===== src/rtl/address_generator.sv =====
// Modulo address counter for the LDPC message RAM: starts at COUNT_FROM, wraps at COUNT_MOD.
// Define ADDRGEN_STATUS_EN to build the wrap pulse and pass counter; otherwise those outputs tie to 0.
module address_generator #(
   parameter int DATA_WIDTH = 8,
   parameter int COUNT_FROM = 8,
   parameter int COUNT_MOD  = 256,
   parameter int PASS_WIDTH = 4
) (
   input  logic                  clk,
   input  logic                  reset,
   input  logic                  en,
   output logic [DATA_WIDTH-1:0] out,
   output logic                  wrap,
   output logic [PASS_WIDTH-1:0] pass_cnt
);

   localparam longint MOD_LIMIT = longint'(1) << DATA_WIDTH;

   generate
      if (COUNT_MOD < 2 || longint'(COUNT_MOD) > MOD_LIMIT) begin : g_bad_mod
         $error("address_generator: COUNT_MOD must be in 2..2**DATA_WIDTH");
      end
      if (COUNT_FROM < 0 || COUNT_FROM >= COUNT_MOD) begin : g_bad_from
         $error("address_generator: COUNT_FROM must be in 0..COUNT_MOD-1");
      end
      if (DATA_WIDTH < 1 || PASS_WIDTH < 1) begin : g_bad_width
         $error("address_generator: widths must be at least 1");
      end
   endgenerate

   localparam logic [DATA_WIDTH-1:0] LAST_ADDR  = DATA_WIDTH'(COUNT_MOD - 1);
   localparam logic [DATA_WIDTH-1:0] START_ADDR = DATA_WIDTH'(COUNT_FROM);

   logic [DATA_WIDTH-1:0] out_reg;
   logic [DATA_WIDTH-1:0] out_next;
   logic                  at_last;
   logic                  wrap_next;

   // Explicit terminal compare so non-power-of-two block sizes wrap correctly.
   always_comb begin
      at_last   = (out_reg == LAST_ADDR);
      wrap_next = en && at_last;
      out_next  = out_reg;
      if (en) begin
         out_next = at_last ? '0 : out_reg + 1'b1;
      end
   end

   always_ff @(posedge clk or negedge reset) begin
      if (!reset) begin
         out_reg <= START_ADDR;
      end else begin
         out_reg <= out_next;
      end
   end

   assign out = out_reg;

`ifdef ADDRGEN_STATUS_EN
   logic                  wrap_reg;
   logic [PASS_WIDTH-1:0] pass_reg;

   always_ff @(posedge clk or negedge reset) begin
      if (!reset) begin
         wrap_reg <= 1'b0;
         pass_reg <= '0;
      end else begin
         wrap_reg <= wrap_next;
         if (wrap_next) begin
            pass_reg <= pass_reg + 1'b1;
         end
      end
   end

   assign wrap     = wrap_reg;
   assign pass_cnt = pass_reg;
`else
   logic unused_status;
   assign unused_status = wrap_next;
   assign wrap          = 1'b0;
   assign pass_cnt      = '0;
`endif

endmodule


===== config.mk =====
export PLATFORM = sky130hd
export DESIGN_NAME = address_generator
export DESIGN_NICKNAME = d
export VERILOG_FILES = /design/src/rtl/address_generator.sv
export SDC_FILE = /design/constraint.sdc
export NUM_CORES = 1
export LEC_CHECK = 0
export CAP_MARGIN = 20
export CORE_AREA = 2 2 39 41
export DETAILED_ROUTE_END_ITERATION = 8
export DIE_AREA = 0 0 41 43
export PLACE_DENSITY = 0.61
export SYNTH_ARGS = -nofsm -noshare
export SYNTH_HDL_FRONTEND = slang
export SYNTH_SLANG_ARGS = --single-unit

===== constraint.sdc =====
create_clock -name clk -period 2.6 [get_ports clk]
set_input_delay 0.26 -clock clk [delete_from_list [all_inputs] [get_ports clk]]
set_output_delay 0.26 -clock clk [all_outputs]
set_load 0.005 [all_outputs]

==> summary.txt, run 1 <==
Run status
  • Status: complete, no violations

Floorplanning
  • Core area: 1380 um2
  • Chip width: 41 um
  • Rows: 14
  • IO Pins: 16
  • Height of the die: 43 um
  • Die ar.: 1760 um2
  • Initial Util: 29.7%

STA
  • Fin crit share: 61.8%
  • Final Max Tran Viols: 0
  • Crit path time final: 1610 ps
  • RSZ-0062 raised after global routing: false
  • Setup TNS: 0 ps
  • Achievable Freq: 623 MHz
  • Worst clock skew: 4.57 ps
  • Final hold vios: 0
  • Final setup vio count: 0

Final layout
  • FILL cells: 150
  • Post-layout util: 38.7%
  • Diodes inserted: 0
  • Share of cells above drive strength 1: 15.7%
  • Synthesis-to-finish area growth: 30.1%
  • Design area: 536 um2
  • Nets@finish: 56
  • Max FFs per register: 8

Place
  • DP Area: 509 um2
  • DP HPWL: 538 um
  • Routability cong.: 0.673
  • IO buf count: 10

Critical path
  • Worst EP arrival: 1350 ps
  • R2r setup slk: 1350 ps
  • Crit path cell chain: clkdlybuf4s50_1
  • WS Path Type: flop to output pin
  • Slowest stage delay, CP: 580 ps
  • CP Buf/Inv Count: 1
  • Delay-heaviest family, CP: flip-flops
  • Critical Path RT: 2340 ps
  • Worst setup SP type: flop
  • Crit path max fanout: 6
  • Crit. End Element: output pin
  • CP max stage cell: dfstp_2

Clock tree
  • TritonCTS clock tree: done
  • Sink Count: 8
  • Root buf cell: clkbuf_4
  • Skew-Pair Late Insertion Delay: 260 ps
  • Post-CTS Setup Inserts: 0
  • Post_cts resized: 0
  • H-tree depth: 1
  • Worst-path clk slew: 70 ps
  • CTS buffer count: 3
  • Clk buf depth: 2
  • Hold_buf cts: 0

Global routing
  • Largest net degree at the start of global routing: 9
  • GRT Residual Overflow: 0
  • Vias in the first global route: 278
  • Antenna violations before repair: 0
  • First-pass GRT wire length: 1310 um
  • Tot GR Track Use: 11.8%

Routing
  • # DRC: 0
  • WL final: 773 um
  • M1 WL: 353 um
  • Met3 WL post-DR: 51 um
  • Vias per Instance: 4.58
  • Highest Signal Layer: met4
  • Wire length per cell: 11.5 um
  • Metal2 WL: 357 um
  • Post-DRT Antenna Nets: 0
  • Via count: 307
  • Initial drt markers: 5
  • Pre-antenna DRT Iters: 4

Synthesis
  • Synth area leaders: dfrtp_1, xnor2_1, buf_4
  • FF+latch count, synth: 8
  • Post-synth top area share: 42.6%
  • Synthesized area: 412 um2
  • Synth Flop Type: dfrtp_1
  • Syn Area/Cell: 10.8 um2
  • Cells after Synth: 38
  • FFs w/ async S/R, synth: 100%
  • Post-synth top area cell: dfrtp_1
  • Synth unique cells: 18
  • Register area share after synthesis: 48.9%
  • Number of synthesized flops with an enable pin: 0
  • Synthesis Warnings: 0

Flow run
  • Max-Cap Viols: 0

Power and ir drop
  • Leakage Power: 0.228 nW
  • Peak supply drop: 0.482 mV
  • Total power density per cell area: 1090 nW/um2

Hold path
  • HP Class: input port to async pin
[path summary, 6_finish.rpt]
path | from | to | cells after the start
worst max-delay path | out[3] | out[3] | 1
worst min-delay path | reset | out[2] | 1
worst max register to register | out[0] | out[0] | 4
worst min register to register | out[6] | out[6] | 1
max in group asynchronous | reset | out[3] | 1
min in group clk | out[6] | out[6] | 1
[layer usage]
metal / up-vias / GRT usage (%)
met1: 144 / 15.1
li1: 147 / -
met2: 14 / 15.6
met5: - / 0
met3: 2 / 4.71
met4: 0 / 8.00
[worst register-to-register path, cell delays in order, from the launching register on]
cell	delay, ps
dfrtp_1	430
ha_1	230
and3_2	200
and3_1	210
nor2_1	110
[layout make-up]
class                   instances  area, um2  share of cell area [%]
flip-flops and latches          8        201                    37.6
multi-input cells              29        188                    35.0
repair buffers                 10        100                    18.7
clock buffers                   4       26.3                    4.91
well taps                      16       20.0                    3.74
[cells in the mapped netlist (2+ instances only)]
cell	instances
buf_4	5
dfrtp_1	7
nand2_1	3
nand4_1	2
nor2_1	3
o21ai_0	2
xnor2_1	5
[where the power goes]
part           internal, mW  leakage, nW  total (mW)  switching (mW)
clock                0.0592       0.0150       0.110          0.0504
combinational         0.147        0.115       0.220          0.0732
sequential            0.184       0.0986       0.254          0.0702
total                 0.390        0.228       0.584           0.194
[kinds of logic after synthesis]
logic type               after synthesis  synth area share, %
AO/OA/AOI/OAI                          4                 6.69
buffers and inverters                  5                 9.12
adder cells (fa/ha/maj)                1                 3.04
other                                  1                0.911
AND/OR/NAND/NOR                       13                 17.9
flip-flops                             8                 48.9
multiplexers                           1                 2.74
XOR/XNOR                               5                 10.6
[stage by stage]
| step | cells | total power, mW | hold WS (ps) | worst slack [ps] |
|---|---|---|---|---|
| after floorplan | 42 | 0.346 | -35.6 | 1410 |
| after detailed placement | 63 | 0.475 | 490 | 1040 |
| final | 67 | 0.584 | 277 | 994 |
| after global placement | 63 | 0.470 | 480 | 1080 |
| after CTS | 67 | 0.589 | 294 | 999 |
| after global routing | 67 | 0.632 | 306 | 964 |
[placed cells by master, fill, tap and decap left out, types with 2 or more instances in the layout]
master           count
clkdlybuf4s50_1     10
nand4_1              2
nand2_1              3
nor2_1               3
xnor2_1              5
o21ai_0              2
conb_1               5
clkbuf_4             3
dfrtp_1              7
(Power assumes the default switching activity.)
==> inputs of run 2 (changes only) <==
- clock period: 2.6 -> 1.6 ns (I/O delays scaled with it)
==> summary.txt, run 2 (synthesized netlist as in run 1, its figures left out) <==
Run status
  • Status: complete, no violations (unchanged)

Power and ir drop
  • Power Internal: 0.632 mW (was 0.390 mW)
  • Peak supply drop: 0.742 mV (was 0.482 mV)
  • Comb power frac: 37.9% (was 37.7%)
  • Switching power of the nets: 0.301 mW (was 0.194 mW)
  • Net Sw Frac: 32.3% (was 33.2%)
  • Clock share of power: 18.3% (was 18.8%)
  • Total power density per cell area: 1740 nW/um2 (was 1090 nW/um2)
  • Leakage Power: 0.228 nW (unchanged)
  • Seq pwr share: 43.9% (was 43.5%)

Clock tree
  • Worst-path clk slew: 60 ps (was 70 ps)
  • CTS buffer count: 3 (unchanged)
  • Clk buf depth: 2 (unchanged)
  • H-tree depth: 1 (unchanged)
  • Post-CTS Setup Inserts: 0 (unchanged)
  • TritonCTS clock tree: done (unchanged)
  • Post_cts resized: 0 (unchanged)
  • Skew-Pair Late Insertion Delay: 260 ps (about the same)
  • Sink Count: 8 (unchanged)
  • Root buf cell: clkbuf_4 (unchanged)
  • Hold_buf cts: 0 (unchanged)

Flow run
  • Max-Cap Viols: 0 (unchanged)

Final layout
  • Diodes inserted: 0 (unchanged)
  • Non-Filler Instances: 67 (unchanged)
  • Post-layout util: 38.7% (unchanged)
  • Design area: 536 um2 (unchanged)
  • Most common cell after layout, fill and taps aside: clkdlybuf4s50_1 (unchanged)
  • Nets@finish: 56 (unchanged)
  • Max FFs per register: 8 (unchanged)
  • Most frequent cells in the layout: clkdlybuf4s50_1, dfrtp_1, xnor2_1, conb_1 (unchanged)
  • Synthesis-to-finish area growth: 30.1% (unchanged)
  • Share of cells above drive strength 1: 15.7% (unchanged)

Routing
  • Pre-antenna DRT Iters: 4 (unchanged)
  • WL final: 716 um (was 773 um)
  • Wire length per cell: 10.7 um (was 11.5 um)
  • # DRC: 0 (unchanged)
  • Vias per Instance: 4.42 (was 4.58)
  • Via count: 296 (was 307)
  • Post-DRT Antenna Nets: 0 (unchanged)
  • Initial drt markers: 1 (was 5)

Critical path
  • CP max stage cell: dfstp_2 (unchanged)
  • Slowest stage delay, CP: 570 ps (was 580 ps)
  • Crit path cell chain: clkdlybuf4s50_1 (unchanged)
  • Worst EP arrival: 1330 ps (was 1350 ps)
  • Critical Path RT: 1440 ps (was 2340 ps)
  • Worst setup SP type: flop (unchanged)
  • CP Buf/Inv Count: 1 (unchanged)
  • WS Path Type: flop to output pin (unchanged)
  • Crit. End Element: output pin (unchanged)
  • Delay-heaviest family, CP: flip-flops (unchanged)
  • Crit path max fanout: 6 (unchanged)

Floorplanning
  • Die ar.: 1760 um2 (unchanged)
  • Height of the die: 43 um (unchanged)
  • Rows: 14 (unchanged)
  • Initial Util: 29.7% (unchanged)
  • IO Pins: 16 (unchanged)
  • Chip width: 41 um (unchanged)
  • Core area: 1380 um2 (unchanged)

Place
  • DP HPWL: 529 um (was 538 um)
  • DP Area: 509 um2 (unchanged)
  • IO buf count: 10 (unchanged)
  • Routability cong.: 0.637 (was 0.673)
  • Placed insts: 63 (unchanged)

Hold path
  • HP Class: input port to async pin (unchanged)

Global routing
  • Vias in the first global route: 261 (was 278)
  • Antenna violations before repair: 0 (unchanged)
  • Tot GR Track Use: 10.4% (was 11.8%)
  • GRT Residual Overflow: 0 (unchanged)
  • First-pass GRT wire length: 1190 um (was 1310 um)
  • Largest net degree at the start of global routing: 9 (unchanged)

STA
  • Final Max Tran Viols: 0 (unchanged)
  • Setup TNS: 0 ps (unchanged)
  • RSZ-0062 raised after global routing: false (unchanged)
  • Final hold vios: 0 (unchanged)
  • Final setup vio count: 0 (unchanged)
  • Worst clock skew: 6.62 ps (was 4.57 ps)
  • Crit path time final: 1490 ps
  • Achievable Freq: 672 MHz
  • Fin crit share: 93.0%
## run 2: path summary, 6_finish.rpt
check,from,depth (start not counted),slack (ps),endpoint
min in group clk,out[6],1,480,out[6]
worst min-delay path,reset,1,180,out[1]
max in group asynchronous,reset,1,1110,out[3]
worst max-delay path,out[3],1,110,out[3]
worst min register to register,out[6],1,480,out[6]
worst max register to register,out[0],4,330,out[3]
## run 2: final cells by class
class / instances / area (um2)
clock buffers: 4 / 26.3
fillers: 143 / 848
multi-input cells: 29 / 188
flip-flops and latches: 8 / 201
well taps: 16 / 20.0
repair buffers: 10 / 100
## run 2: layer usage
metal	track usage, %	part of all wire [%]
met4	8.00	0
met1	15.9	49
met2	11.6	46
met5	0	0
met3	3.14	5.3
## run 2: power by group through the flow
stage / clock [mW] / combinational (mW) / sequential [mW]
2_1_floorplan: 0 / 0.161 / 0.401
5_1_grt: 0.181 / 0.404 / 0.430
3_3_place_gp: 0 / 0.353 / 0.411
3_5_place_dp: 0 / 0.357 / 0.412
4_1_cts: 0.175 / 0.361 / 0.410
6_report: 0.170 / 0.353 / 0.409
## run 2: stage by stage
| step | setup WS [ps] | hold WS, ps | total power [mW] |
|---|---|---|---|
| after floorplan | 411 | -136 | 0.562 |
| after global placement | 176 | 467 | 0.763 |
| after detailed placement | 144 | 468 | 0.770 |
| after CTS | 102 | 192 | 0.947 |
| after global routing | 79.3 | 211 | 1.02 |
| final | 111 | 181 | 0.933 |
==> inputs of run 3 (changes only) <==
- GPL_TIMING_DRIVEN: unset -> 1
==> results of run 3 <==
Same layout as run 2: the final DEF is identical, and so are final timing and power.
